### src/rtl/alu_pkg.sv
// Shared definitions for the ALU and its arbiter: opcodes and FSM states.
package alu_pkg;

    localparam logic [2:0] OP_ADD = 3'b000;
    localparam logic [2:0] OP_SUB = 3'b001;
    localparam logic [2:0] OP_AND = 3'b010;
    localparam logic [2:0] OP_OR  = 3'b011;
    localparam logic [2:0] OP_XOR = 3'b100;
    localparam logic [2:0] OP_NOT = 3'b101;
    localparam logic [2:0] OP_SHL = 3'b110;
    localparam logic [2:0] OP_SHR = 3'b111;

    typedef enum logic [1:0] {
        ST_IDLE = 2'd0,
        ST_EXEC = 2'd1,
        ST_RESP = 2'd2
    } state_t;

endpackage

### src/rtl/alu.sv
// 4-bit ALU working on 5-bit zero-extended operands; result is 5 bits wide.
module alu
    import alu_pkg::*;
(
    input  logic [3:0] a,
    input  logic [3:0] b,
    input  logic [2:0] op,
    output logic [4:0] result
);

    logic [4:0] ea;
    logic [4:0] eb;

    assign ea = {1'b0, a};
    assign eb = {1'b0, b};

    // Decode the opcode; SUB wraps mod 32, NOT sets bit 4, shifts move by one place.
    always_comb begin
        result = '0;
        case (op)
            OP_ADD:  result = ea + eb;
            OP_SUB:  result = ea - eb;
            OP_AND:  result = ea & eb;
            OP_OR:   result = ea | eb;
            OP_XOR:  result = ea ^ eb;
            OP_NOT:  result = ~ea;
            OP_SHL:  result = ea << 1;
            OP_SHR:  result = ea >> 1;
            default: result = '0;
        endcase
    end

endmodule

### src/rtl/alu_arbiter.sv
// Round-robin arbiter sharing one ALU between N_REQ requesters.
// Requests are accepted in IDLE, executed for one cycle, then the response
// is held until the consumer takes it.
module alu_arbiter
    import alu_pkg::*;
#(
    parameter int N_REQ = 2,
    parameter int ID_W  = 1,
    parameter int CNT_W = 16
) (
    input  logic                 clk,
    input  logic                 rst,
    input  logic [N_REQ-1:0]     req_valid,
    output logic [N_REQ-1:0]     req_ready,
    input  logic [4*N_REQ-1:0]   req_a,
    input  logic [4*N_REQ-1:0]   req_b,
    input  logic [3*N_REQ-1:0]   req_op,
    output logic                 rsp_valid,
    input  logic                 rsp_ready,
    output logic [4:0]           rsp_result,
    output logic [ID_W-1:0]      rsp_id,
    output logic                 busy,
    output logic [CNT_W-1:0]     op_count
);

    state_t            state;
    logic [ID_W-1:0]   rr_ptr;
    logic [ID_W-1:0]   grant;
    logic [ID_W-1:0]   grant_nxt;
    logic [ID_W-1:0]   id_r;
    logic [3:0]        a_r;
    logic [3:0]        b_r;
    logic [2:0]        op_r;
    logic [3:0]        sel_a;
    logic [3:0]        sel_b;
    logic [2:0]        sel_op;
    logic [4:0]        alu_res;

    // First valid index at or after ptr, with wrap-around. The valid vector is
    // doubled and shifted so the scan only ever uses constant bit positions.
    function automatic logic [ID_W-1:0] rr_pick(input logic [N_REQ-1:0] valid,
                                                input logic [ID_W-1:0]  ptr);
        logic [2*N_REQ-1:0] rot;
        logic [ID_W-1:0]    pick;
        logic               found;
        int unsigned        pos;
        rot   = {valid, valid} >> ptr;
        pick  = '0;
        found = 1'b0;
        for (int unsigned k = 0; k < N_REQ; k++) begin
            pos = int'(ptr) + k;
            if (pos >= N_REQ) begin
                pos = pos - N_REQ;
            end
            if (!found && rot[k]) begin
                pick  = ID_W'(pos);
                found = 1'b1;
            end
        end
        return pick;
    endfunction

    assign grant     = rr_pick(req_valid, rr_ptr);
    assign grant_nxt = (grant == ID_W'(N_REQ - 1)) ? '0 : grant + ID_W'(1);
    assign busy      = (state != ST_IDLE);

    // Grant handshake and operand mux for the winning requester.
    always_comb begin
        req_ready = '0;
        sel_a     = '0;
        sel_b     = '0;
        sel_op    = '0;
        for (int unsigned i = 0; i < N_REQ; i++) begin
            if (grant == ID_W'(i)) begin
                req_ready[i] = (state == ST_IDLE) && (|req_valid);
                sel_a        = req_a[4*i +: 4];
                sel_b        = req_b[4*i +: 4];
                sel_op       = req_op[3*i +: 3];
            end
        end
    end

    alu u_alu (
        .a      (a_r),
        .b      (b_r),
        .op     (op_r),
        .result (alu_res)
    );

    // FSM: accept in IDLE, compute in EXEC, hold the response in RESP until taken.
    always_ff @(posedge clk or posedge rst) begin
        if (rst) begin
            state      <= ST_IDLE;
            rr_ptr     <= '0;
            id_r       <= '0;
            a_r        <= '0;
            b_r        <= '0;
            op_r       <= '0;
            rsp_valid  <= 1'b0;
            rsp_result <= '0;
            rsp_id     <= '0;
            op_count   <= '0;
        end else begin
            case (state)
                ST_IDLE: begin
                    if (|req_valid) begin
                        a_r    <= sel_a;
                        b_r    <= sel_b;
                        op_r   <= sel_op;
                        id_r   <= grant;
                        rr_ptr <= grant_nxt;
                        state  <= ST_EXEC;
                    end
                end
                ST_EXEC: begin
                    rsp_result <= alu_res;
                    rsp_id     <= id_r;
                    rsp_valid  <= 1'b1;
                    state      <= ST_RESP;
                end
                ST_RESP: begin
                    if (rsp_ready) begin
                        rsp_valid <= 1'b0;
                        op_count  <= op_count + CNT_W'(1);
                        state     <= ST_IDLE;
                    end
                end
                default: state <= ST_IDLE;
            endcase
        end
    end

endmodule
### config.mk
export PLATFORM = sky130hd
export DESIGN_NAME = alu_arbiter
export DESIGN_NICKNAME = d
export VERILOG_FILES = /design/src/rtl/alu_pkg.sv /design/src/rtl/alu.sv /design/src/rtl/alu_arbiter.sv
export SDC_FILE = /design/constraint.sdc
export NUM_CORES = 1
export LEC_CHECK = 0
export CORE_MARGIN = 1.5
export CORE_UTILIZATION = 50
export CTS_CLUSTER_DIAMETER = 100
export CTS_CLUSTER_SIZE = 16
export DETAILED_ROUTE_END_ITERATION = 10
export DONT_BUFFER_PORTS = 1
export GPL_TIMING_DRIVEN = 0
export PLACE_DENSITY = 0.64
export SLEW_MARGIN = 25
export SYNTH_ARGS = -nofsm -noshare
export SYNTH_HDL_FRONTEND = slang
export SYNTH_HIERARCHICAL = 1
export SYNTH_SLANG_ARGS = --single-unit
### constraint.sdc
create_clock -name clk -period 6.9 [get_ports clk]
set_input_delay 0.345 -clock clk [delete_from_list [all_inputs] [get_ports clk]]
set_output_delay 0.345 -clock clk [all_outputs]
set_load 0.05 [all_outputs]
### Yosys cells after proc, flatten, opt, wreduce, memory -nomap -nowiden

Index checks and enable logic that the tools add are counted.

| storage, ports and cells | value |
|---|---|
| flip-flop bits (word level) | 38 |
| bits in latches | 0 |
| memory bits (writable) | 0 |
| memory bits (read-only) | 0 |
| input port bits | 27 |
| output and inout port bits | 26 |
| logic and storage cells | 64 |
| memories kept | 0 |

| cells by class | value |
|---|---|
| $add $sub $neg | 7 |
| multipliers | 0 |
| div/mod/pow operators | 0 |
| magnitude comparators | 2 |
| equality and inequality tests | 11 |
| shift-type cells | 1 |
| multiplexer cells | 17 |
| bitwise operators | 4 |
| reduce and logical (&&, ||, !) cells | 12 |

Operator list:

| kind | count |
|---|---|
| $pmux 5 s8 | 1 |
| $add 16x1->16 const B | 1 |
| $eq 3x3->1 const B | 4 |
| $mux 1 | 9 |
| $mux 4 | 2 |
| $reduce_and 2->1 | 4 |
| $eq 3x2->1 const B | 2 |
| $pmux 2 s3 | 1 |
| $add 4x4->5 | 1 |
| $not 4->5 | 1 |
| $sub 4x4->5 | 1 |
| $and 4x4->4 | 1 |
| $mux 2 | 2 |
| $or 4x4->4 | 1 |
| $reduce_bool 2->1 | 2 |
| $shr 4x1->2 | 1 |
| $xor 4x4->4 | 1 |
| $eq 3x1->1 const B | 1 |
| $logic_not 3->1 | 1 |
| $mux 3 | 1 |
| $add 1x1->2 const B | 1 |
| $eq 2x1->1 const B | 1 |
| $eq 2x2->1 const B | 1 |
| $ge 1x2->1 const B | 1 |
| 10 further kinds | 12 |

### Logic depth before layout (Yosys ltp)

| depth | value |
|---|---|
| word-level depth | 7 |
| mapped depth | 10 |
| gate-level depth less buffers | 10 |

### Cells and area by module

The synthesis kept the hierarchy.

By module, submodules not included:

| module | times used | cells an instance | area an instance (um^2) | sequential area each (um^2) |
|---|---|---|---|---|
| alu_arbiter | 1 | 131 | 1,675.4 | 950.9 |
| alu | 1 | 78 | 600.6 | 0.0 |

### Worst setup path after synthesis

No wires, ideal clock.

| timing path | value |
|---|---|
| path kind | register -> register |
| start | register op_r[1] |
| end | register rsp_result[3] |
| library setup time | 125 ps |
| arrival time | 2,324 ps |
| required time | 6,775 ps |
| slack | 4,451 ps |
| cell stages (with the launch flop) | 11 |
| buffers on the path | 1 |
| clock period less this slack | 2,449 ps |
| cells stage by stage | dfrtp_1 > buf_6 > nor2_1 > a21oi_1 > xnor2_1 > ha_1 > a21oi_1 > o21ai_0 > xor2_1 > mux4_1 > mux2_2 |

| between the ends | value |
|---|---|
| word-level cells in the longest chain between the ends | 2 |
| elaborated cells on any way between the ends | 9 |
| those cells by class | eq/ne: 7; mux: 1; reduce/logical: 1 |

RTL lines:

| element | line | RTL |
|---|---|---|
| from (decl) | alu_arbiter.sv:33 | `logic [2:0] op_r;` |
| from (signal assigned) | alu_arbiter.sv:109 | `op_r <= sel_op;` |
| $eq 3x3->1 (tied with other cells) | alu.sv:20 | `case (op)` |
| $pmux 5 s8 (*) | alu.sv:20 |  |
| via alu_res[3] | alu_arbiter.sv:37 | `logic [4:0] alu_res;` |
| to (signal assigned) | alu_arbiter.sv:116 | `rsp_result <= alu_res;` |
| to (decl) | alu_arbiter.sv:20 | `output logic [4:0] rsp_result,` |

The timed path passes the listed nets; every way through them passes the cells marked *.
A chain may end at the register's enable or synchronous reset.

### Worst setup path after layout

Same ends and word-level chain as after synthesis.

==> results.sh <==
export IMPL_finalSetupViolations=0
export IMPL_dp_final_hpwl_um=3370
export IMPL_p_sw_mw=0.614
export IMPL_fin_skew_ps=7.37
export IMPL_ctsResizeCount=0
export IMPL_drc=0
export IMPL_p_sw_share_pct=47.3
export IMPL_synth_cells=209
export IMPL_endpoint_kind="flop"
export IMPL_place_inst=261
export IMPL_total_power_mw=1.30
export IMPL_via_count=1571
export IMPL_clkSlewWorstSetupHoldPaths_ps=80
export IMPL_die_area_um2=4970
export IMPL_p_clk_share_pct=11.4
export IMPL_io_pins=53
export IMPL_dr_wl_met2_um=2120
export IMPL_outcome="completed"
export IMPL_track_usage_pct=19.5
export IMPL_grt_max_degree=39
export IMPL_firstDrtPassIters=4
export IMPL_diodes=0
export IMPL_syn_to_final_growth_pct=6.65
export IMPL_mostFrequentLayoutCells="38 x dfrtp_1, 16 x inv_1, 15 x nand2_1"
export IMPL_seqPwrFrac_pct=40.0
export IMPL_routed_top_layer="met4"
export IMPL_wirelength_um=4410
export IMPL_grt_pass1_wl_um=7590
export IMPL_drive_gt1_share_pct=18.9
export IMPL_min_path_type="in -> async"
export IMPL_timing_final_crit_share_pct=39.4
export IMPL_cts_root_buf="clkbuf_8"
export IMPL_criticalPathCategory="reg -> reg"
export IMPL_slowest_delay_ps=490
export IMPL_max_cap_violations=0
export IMPL_reg2reg_depth=10
export IMPL_cts_made_buffers=5
export IMPL_cpMaxStageDelayCell="mux4_1"
export IMPL_reg2reg_from="op_r[1]"
export IMPL_synth_edf_count=0
export IMPL_nets=258
export IMPL_reg2reg_to="rsp_result[3]"
export IMPL_place_gp_congestion=0.806
export IMPL_ctsLongestPathBuffers=2
export IMPL_setup_ws_ps=4180
export IMPL_slew_headroom_pct=48.6
export IMPL_fin_cells=269
export IMPL_grt_antenna_before_repair=0
export IMPL_critPathBufInv=1
export IMPL_intPower_mw=0.685
export IMPL_numPortBuffers=0
export IMPL_start_util_pct=52.3
export IMPL_cts_tree="built"
export IMPL_yosys_register_bits=38
export IMPL_cp_data_required_time_ps=7070
export IMPL_p_leak_nw=1.14
export IMPL_combPwrFrac_pct=48.6
export IMPL_die_h_um=70.5
export IMPL_ys_dominant_reg_cell="dfrtp_1"
export IMPL_cts_sinks=38
export IMPL_ys_types=46
export IMPL_die_x_um=70.5
export IMPL_cpMostUsedCell="a21oi_1"
export IMPL_initialDrtViolationCount=82
export IMPL_cp_top_family="multiplexers"
export IMPL_syn_nets=251
export IMPL_met3_length_um=257
export IMPL_r2r_slack_ps=4180
export IMPL_overflow=0
export IMPL_ys_async_sr_fraction_pct=100
export IMPL_synthesis_area_um2=2280
export IMPL_wl_per_cell_um=16.4
export IMPL_slew_violations=0
export IMPL_p_per_area_nw_per_um2=535
export IMPL_wl_met1_um=2000
export IMPL_pre_cts_ws_ps=4200
export IMPL_final_antenna_net_count=0
export IMPL_yosysWarnings=6
export IMPL_worstMarginPinSlew_ps=769
export IMPL_ys_seq_area_share_pct=41.8
export IMPL_grt_pass1_vias=1651
export IMPL_hold_violations=0
export IMPL_mostFrequentLayoutCell="dfrtp_1"
export IMPL_final_util_pct=55.7
export IMPL_period_needed_ps=2720
export IMPL_clk_latency_ps=290
export IMPL_hold_slack_ps=71.0
export IMPL_via_per_inst=5.84
export IMPL_postCtsSetupBuffers=0
export IMPL_placed_cell_area_um2=2340
export IMPL_cts_hold_fix_buffers=0
export IMPL_syn_avg_cell_area_um2=10.9
export IMPL_h_tree_depth=2
export IMPL_path_max_fanout=8
export IMPL_worst_setup_path_start_kind="flop"
export IMPL_core_area_um2=4350
export IMPL_core_rowCount=24
export IMPL_stdcell_area_um2=2430
export IMPL_path_depth=10
export IMPL_tns_ps=0
export IMPL_rsz0062_at_grt="no"
export IMPL_crit_path_cell_trace="buf_6, nor2_1, a21oi_1, xnor2_1, ha_1, a21oi_1, o21ai_0, xor2_1, mux4_1, mux2_2"
export IMPL_irDropWorstVdd_mv=0.280
export IMPL_timing_fmax_ghz=0.368
export IMPL_critPathArrivalTime_ps=2890
## flip-flops by register name, summed over array words and instances, names as in the netlist, 2 cells and up
| name | cells |
|---|---|
| op_count | 16 |
| rsp_result | 5 |
| a_r | 4 |
| b_r | 4 |
| op_r | 3 |
| state | 2 |
## cell usage after synthesis, types with 2 or more instances
master | instances | area, um2
dfrtp_1 | 38 | 951
inv_1 | 17 | 63.8
nand2_1 | 15 | 56.3
ha_1 | 14 | 175
xnor2_1 | 14 | 123
nor2_1 | 12 | 45.0
a221o_1 | 11 | 110
a21oi_1 | 9 | 45.0
mux2_2 | 9 | 101
and2_0 | 8 | 50.1
nand3_1 | 5 | 25.0
o21ai_0 | 5 | 25.0
xor2_1 | 5 | 43.8
buf_2 | 4 | 20.0
and2_2 | 3 | 22.5
buf_6 | 3 | 33.8
mux2i_1 | 3 | 30.0
a21o_1 | 2 | 15.0
a21o_2 | 2 | 17.5
a32oi_1 | 2 | 17.5
and3_1 | 2 | 12.5
nand4b_1 | 2 | 17.5
## power groups by stage
| stage | clock network (mW) | registers (mW) | logic [mW] |
|---|---|---|---|
| after floorplan | 0 | 0.491 | 0.523 |
| after global placement | 0 | 0.518 | 0.600 |
| after detailed placement | 0 | 0.524 | 0.629 |
| after CTS | 0.154 | 0.519 | 0.632 |
| after global routing | 0.161 | 0.535 | 0.708 |
| final | 0.148 | 0.519 | 0.632 |
## worst reg2reg max path: stages, from the launching register on
cell and delay (ps):
dfrtp_1 400, buf_6 140, nor2_1 240, a21oi_1 140
xnor2_1 150, ha_1 340, a21oi_1 150, o21ai_0 130
xor2_1 160, mux4_1 490, mux2_2 270
## per-layer routing
layer | global-route usage (%) | vias up
met3 | 5.19 | 6
met4 | 7.26 | 0
met5 | 0 | -
met2 | 30.4 | 60
li1 | - | 746
met1 | 25.9 | 759
## logic make-up after synthesis
logic type / after synthesis / share of synthesized area [%]
AO/OA/AOI/OAI: 36 / 11.7
XOR/XNOR: 19 / 7.31
adder cells (fa/ha/maj): 15 / 8.58
buffers and inverters: 25 / 5.50
flip-flops: 38 / 41.8
multiplexers: 14 / 7.92
AND/OR/NAND/NOR: 62 / 17.2
## worst max path at each step
stage,end,slack (ps),startpoint
2_1_floorplan,rsp_result[3],4450,op_r[1]
3_3_place_gp,rsp_result[3],4270,op_r[1]
6_report,rsp_result[3],4180,op_r[1]
4_1_cts,rsp_result[3],4180,op_r[1]
3_5_place_dp,rsp_result[3],4200,op_r[1]
5_1_grt,rsp_result[3],4050,op_r[1]
## layout make-up
cell class	count	area, um2
plain buffers	8	61.3
clock buffers	6	72.6
clock inverters	2	13.8
fillers	378	1930
inverters	17	63.8
multi-input cells	146	1200
flip-flops and latches	38	951
well taps	52	65.1
No activity file was read; power rests on OpenSTA's default activity.
